--- config.mk ---
export PLATFORM = sky130hd
export DESIGN_NAME = mac_pe_param
export DESIGN_NICKNAME = d
export VERILOG_FILES = /design/src/rtl/mac_pe_param.sv
export SDC_FILE = /design/constraint.sdc
export NUM_CORES = 1
export LEC_CHECK = 0
export ABC_AREA = 1
export CORE_MARGIN = 3
export CORE_UTILIZATION = 40
export DETAILED_ROUTE_END_ITERATION = 6
export GPL_TIMING_DRIVEN = 0
export MAX_ROUTING_LAYER = met4
export SYNTH_ARGS = -nofsm -noshare
export SYNTH_HDL_FRONTEND = slang
export SYNTH_SLANG_ARGS = --single-unit
--- constraint.sdc ---
create_clock -name clk -period 7.5 [get_ports clk]
set_input_delay 0.75 -clock clk [delete_from_list [all_inputs] [get_ports clk]]
set_output_delay 0.75 -clock clk [all_outputs]
set_load 0.01 [all_outputs]
--- src/rtl/mac_pe_param.sv ---
// Weight-stationary MAC processing element for a systolic array.
// Double-buffered weights stream down the chain while data flows east/south.
module mac_pe_param #(
  parameter int DATA_W   = 8,
  parameter int WEIGHT_W = 8,
  parameter int ACC_W    = 20,
  parameter int SATURATE = 0
) (
  input  logic                clk,
  input  logic                rst,
  input  logic                w_load,
  input  logic [WEIGHT_W-1:0] w_in,
  input  logic                w_swap,
  output logic [WEIGHT_W-1:0] w_out,
  output logic                shadow_vld,
  input  logic                in_valid,
  input  logic [DATA_W-1:0]   a_in,
  input  logic [ACC_W-1:0]    psum_in,
  output logic [DATA_W-1:0]   a_out,
  output logic [ACC_W-1:0]    psum_out,
  output logic                out_valid,
  output logic                ovf,
  input  logic                clr_ovf
);

  localparam int PROD_W = DATA_W + WEIGHT_W;

  localparam logic [ACC_W-1:0] MAX_V =
    {1'b0, {(ACC_W-1){1'b1}}};
  localparam logic [ACC_W-1:0] MIN_V =
    {1'b1, {(ACC_W-1){1'b0}}};

  if (ACC_W < PROD_W) begin : g_acc_w_chk
    $error("mac_pe_param: ACC_W narrower than product");
  end

  logic [WEIGHT_W-1:0] shadow_q, shadow_d;
  logic [WEIGHT_W-1:0] active_q, active_d;
  logic                svld_q, svld_d;
  logic [DATA_W-1:0]   a_q, a_d;
  logic [ACC_W-1:0]    psum_q, psum_d;
  logic                vld_q, vld_d;
  logic                ovf_q, ovf_d;

  logic signed [DATA_W-1:0]   a_s;
  logic signed [WEIGHT_W-1:0] w_s;
  logic signed [PROD_W-1:0]   prod;
  logic signed [ACC_W-1:0]    prod_ext;
  logic [ACC_W-1:0]           sum;
  logic                       ovf_hit;
  logic [ACC_W-1:0]           result;

  // Weight double buffer: a swap commits the old shadow even
  // when a new load lands in the same cycle.
  always_comb begin
    shadow_d = shadow_q;
    active_d = active_q;
    svld_d   = svld_q;
    if (w_swap && svld_q) begin
      active_d = shadow_q;
      svld_d   = 1'b0;
    end
    if (w_load) begin
      shadow_d = w_in;
      svld_d   = 1'b1;
    end
  end

  always_comb begin
    a_s      = $signed(a_in);
    w_s      = $signed(active_q);
    prod     = PROD_W'(a_s) * PROD_W'(w_s);
    prod_ext = ACC_W'(prod);
    sum      = psum_in + prod_ext;
    ovf_hit  = (psum_in[ACC_W-1] == prod_ext[ACC_W-1]) &&
               (sum[ACC_W-1] != psum_in[ACC_W-1]);
    result   = sum;
    if (SATURATE != 0 && ovf_hit) begin
      result = psum_in[ACC_W-1] ? MIN_V : MAX_V;
    end
  end

  always_comb begin
    a_d    = a_q;
    psum_d = psum_q;
    vld_d  = 1'b0;
    ovf_d  = ovf_q;
    if (in_valid) begin
      a_d    = a_in;
      psum_d = result;
      vld_d  = 1'b1;
    end
    // A fresh overflow outranks a clear in the same cycle.
    if (clr_ovf) begin
      ovf_d = 1'b0;
    end
    if (in_valid && ovf_hit) begin
      ovf_d = 1'b1;
    end
  end

  always_ff @(posedge clk) begin
    if (rst) begin
      shadow_q <= '0;
      active_q <= '0;
      svld_q   <= 1'b0;
      a_q      <= '0;
      psum_q   <= '0;
      vld_q    <= 1'b0;
      ovf_q    <= 1'b0;
    end else begin
      shadow_q <= shadow_d;
      active_q <= active_d;
      svld_q   <= svld_d;
      a_q      <= a_d;
      psum_q   <= psum_d;
      vld_q    <= vld_d;
      ovf_q    <= ovf_d;
    end
  end

  assign w_out      = shadow_q;
  assign shadow_vld = svld_q;
  assign a_out      = a_q;
  assign psum_out   = psum_q;
  assign out_valid  = vld_q;
  assign ovf        = ovf_q;

endmodule

==> run_results.csv <==
group,metric,value,unit
grt,grt_max_degree,15,
routing,antenna_left,0,
final_layout,area_growth,20.0,%
synth,synth_area_leaders,"fa_1, dfxtp_1, inv_1",
floorplan,core,13500,um^2
routing,dr_total_vias,5067,
grt,grt_pass1_vias,5127,
clock_tree,cts_buffer_depth,2,
sta,finalSetupViolCount,0,
pwr,total_leakage_power,3.71,nW
synth,postSynthAreaPerCell,6.90,um^2
routing,routed_via_density,4.76,
clock_tree,numClockSinks,47,
critical_path,crit_path_start_kind,"primary input",
floorplan,fp.dieArea,15400,um^2
clock_tree,clock-root-buffer,"clkbuf_16",
sta,tightest_slew,699,ps
sta,rsz0062_at_grt,"false",
critical_path,ff2ff_setup_slack,1400,ps
critical_path,rr_worst_depth,29,
grt,grt_overflow_total,0,
placed_design,dpl.cell_count,1056,
sta,fin_setup_tns,0,ps
hold_path,hold_class,"reg -> reg",
sta,fin_crit,6230,ps
sta,slew_headroom,53.4,%
critical_path,critPathArrivalTime,6430,ps
synth,ys_seq_elements,47,
critical_path,r2r-start,"active_q[2]$_SDFFE_PP0P_",
sta,final.period_utilization,83.0,%
final_layout,stdcell_count,1064,
critical_path,critPathMaxStageDelay,610,ps
placed_design,gp_congestion,0.931,
floorplan,io_pins,81,
critical_path,crit_path_frequent_cell,"inv_1",
critical_path,cp-startpoint,"a_in[7]",
routing,drt_iter0_drc,251,
sta,maxSlewViolCount,0,
grt,grt_pass1_wl,24200,um
sta,final-hold-violation-count,0,
critical_path,cp_max_fo,9,
critical_path,critPathCaptureType,"flip-flop",
clock_tree,cts.hold.buffers_added,0,
outcome,status,"complete, no violations",
synth,synth_largest_area_cell,"fa_1",
synth,synth_fp_nets,955,
pwr,peakVddDrop,0.103,mV
synth,ys_seq_area_share,16.9,%
synth,syn_inst,808,
floorplan,die_h,124,um
clock_tree,numCtsBuffers,5,
clock_tree,post-cts-setup-buffers,0,
grt,grtUsageTotal,20.7,%
routing,drc_errors,0,
pwr,power_density,184,nW/um^2
clock_tree,cts.repair.resized,0,
placed_design,place.port_buffers,72,
final_layout,nets,1034,
synth,synth_top_area_share,20.1,%
placed_design,dp_hpwl,12000,um
routing,totalWireLength,14300,um
final_layout,antenna_cells,0,
hold_path,min_path_cells,2,
hold_path,holdPathEnd,"ovf$_SDFFE_PP0P_",
pwr,total_power,1.23,mW
critical_path,cpMaxStageDelayCell,"fa_1",
final_layout,layout-drive-gt1-share,4.17,%
routing,wl_per_cell,13.5,um
sta,skew,8.43,ps
run,cap_violations,0,
clock_tree,clkLatencyLatePin,310,ps
hold_path,hold_path_startpoint,"ovf$_SDFFE_PP0P_",
floorplan,fp.dieW,124,um
routing,drtPass1Iterations,5,
floorplan,rows,42,
sta,fmax,161,MHz
synth,yosys_warnings,0,
clock_tree,clk_pin_slew,70,ps
grt,antenna_found_initial,0,
critical_path,cp.required,7700,ps
clock_tree,cts_tree,"done",
clock_tree,htreeDepth,2,
synth,synth_cell_type_count,34,
critical_path,timing.rr.end,"psum_out[17]$_SDFFE_PP0P_",
critical_path,critPathKind,"in -> reg",
floorplan,start_util,41.5,%
synth,syn-cell-area,5580,um^2
placed cells by master (no fill, tap or decap), types with 4 or more instances in the layout:
master / n
xnor2_1: 7
nand4_1: 8
nand2_1: 153
nand3_2: 5
a21o_1: 7
clkbuf_1: 23
fa_1: 56
a21oi_2: 8
nor2_1: 101
inv_1: 190
a31oi_1: 4
clkbuf_16: 5
ha_1: 49
clkdlybuf4s50_1: 72
clkinv_1: 4
a21oi_1: 30
o211ai_1: 4
dfxtp_1: 47
xor2_1: 9
nand3_1: 28
o21ai_1: 8
o21ai_0: 44
nand2_2: 6
where the power goes:
| part | switching (mW) | internal (mW) | total (mW) |
|---|---|---|---|
| Sequential | 0.0143 | 0.278 | 0.293 |
| Clock | 0.109 | 0.166 | 0.275 |
| Combinational | 0.401 | 0.264 | 0.665 |
| Total | 0.524 | 0.709 | 1.23 |
logic make-up after synthesis:
family	count (synthesis)	share of synthesized area [%]
AND/OR/NAND/NOR	308	23.2
buffers and inverters	221	14.9
AO/OA/AOI/OAI	111	11.4
adder cells (fa/ha/maj)	105	31.1
flip-flops	47	16.9
XOR/XNOR	16	2.51
flip-flops by register name (all words and copies together) (netlist names):
name,count
active_q,8
shadow_vld,1
ovf,1
w_out,8
psum_out,20
a_out,8
out_valid,1
metal layers:
metal / vias up / wire [um] / part of all wire, % / GRT usage (%)
met5: - / 0 / 0 / -
met4: 0 / 129 / 0.90 / 4.11
met3: 9 / 715 / 5.0 / 2.50
met2: 117 / 6610 / 46 / 33.8
met1: 2335 / 6870 / 48 / 28.1
li1: 2606 / - / - / -
cells in the mapped netlist:
cell type  number
nor4_4          1
xnor2_1         7
clkinv_1        4
inv_1         190
nor2_2          1
a21oi_2         8
o21ai_2         2
a21o_1          7
fa_1           56
o221ai_1        1
nand3b_1        2
nand4_1         8
nand2_2         6
a31oi_1         4
nand3_1        28
nor2_1        101
o211ai_1        4
a21oi_1        30
a21boi_1        1
dfxtp_1        47
o21ai_1         8
or2_1           1
nand2_1       153
or2_0           1
ha_1           49
nand3_2         5
buf_2           1
a31o_2          1
or2_2           1
clkbuf_1       23
o21ai_0        44
xor2_1          9
o21bai_1        1
inv_2           3
how the worst max path moves through the flow:
stage / to / slack [ps] / cells after the start
after floorplan: psum_out[18]$_SDFFE_PP0P_ / 1750 / 29
after global placement: psum_out[19]$_SDFFE_PP0P_ / 960 / 31
after detailed placement: psum_out[19]$_SDFFE_PP0P_ / 980 / 30
after CTS: psum_out[19]$_SDFFE_PP0P_ / 1280 / 31
after global routing: psum_out[17]$_SDFFE_PP0P_ / 720 / 30
final: psum_out[17]$_SDFFE_PP0P_ / 1270 / 29
layout make-up:
class / count / area [um^2]
repair buffers: 72 / 721
inverters: 197 / 739
well taps: 176 / 220
clock buffers: 6 / 139
clock inverters: 2 / 35.0
multi-input cells: 540 / 3800
plain buffers: 24 / 91.3
fillers: 1401 / 6760
flip-flops and latches: 47 / 941
metrics by stage:
step | cell area (um^2) | setup slack, ps | hold WS, ps | util [%]
after floorplan | 5580 | 1750 | 495 | -
after global placement | 6520 | 959 | 464 | 48.4
after detailed placement | 6520 | 976 | 468 | 48.4
after CTS | 6690 | 1280 | 486 | 49.7
after global routing | 6690 | 719 | 503 | 49.7
final | 6690 | 1270 | 480 | 49.7
critical path, delay by kind of cell:
family,cells,cell delay [ps]
adder cells (fa/ha/maj),6,2960
AO/OA/AOI/OAI,1,110
AND/OR/NAND/NOR,13,1730
buffers and inverters,9,880
No activity file was read; power rests on OpenSTA's default activity.
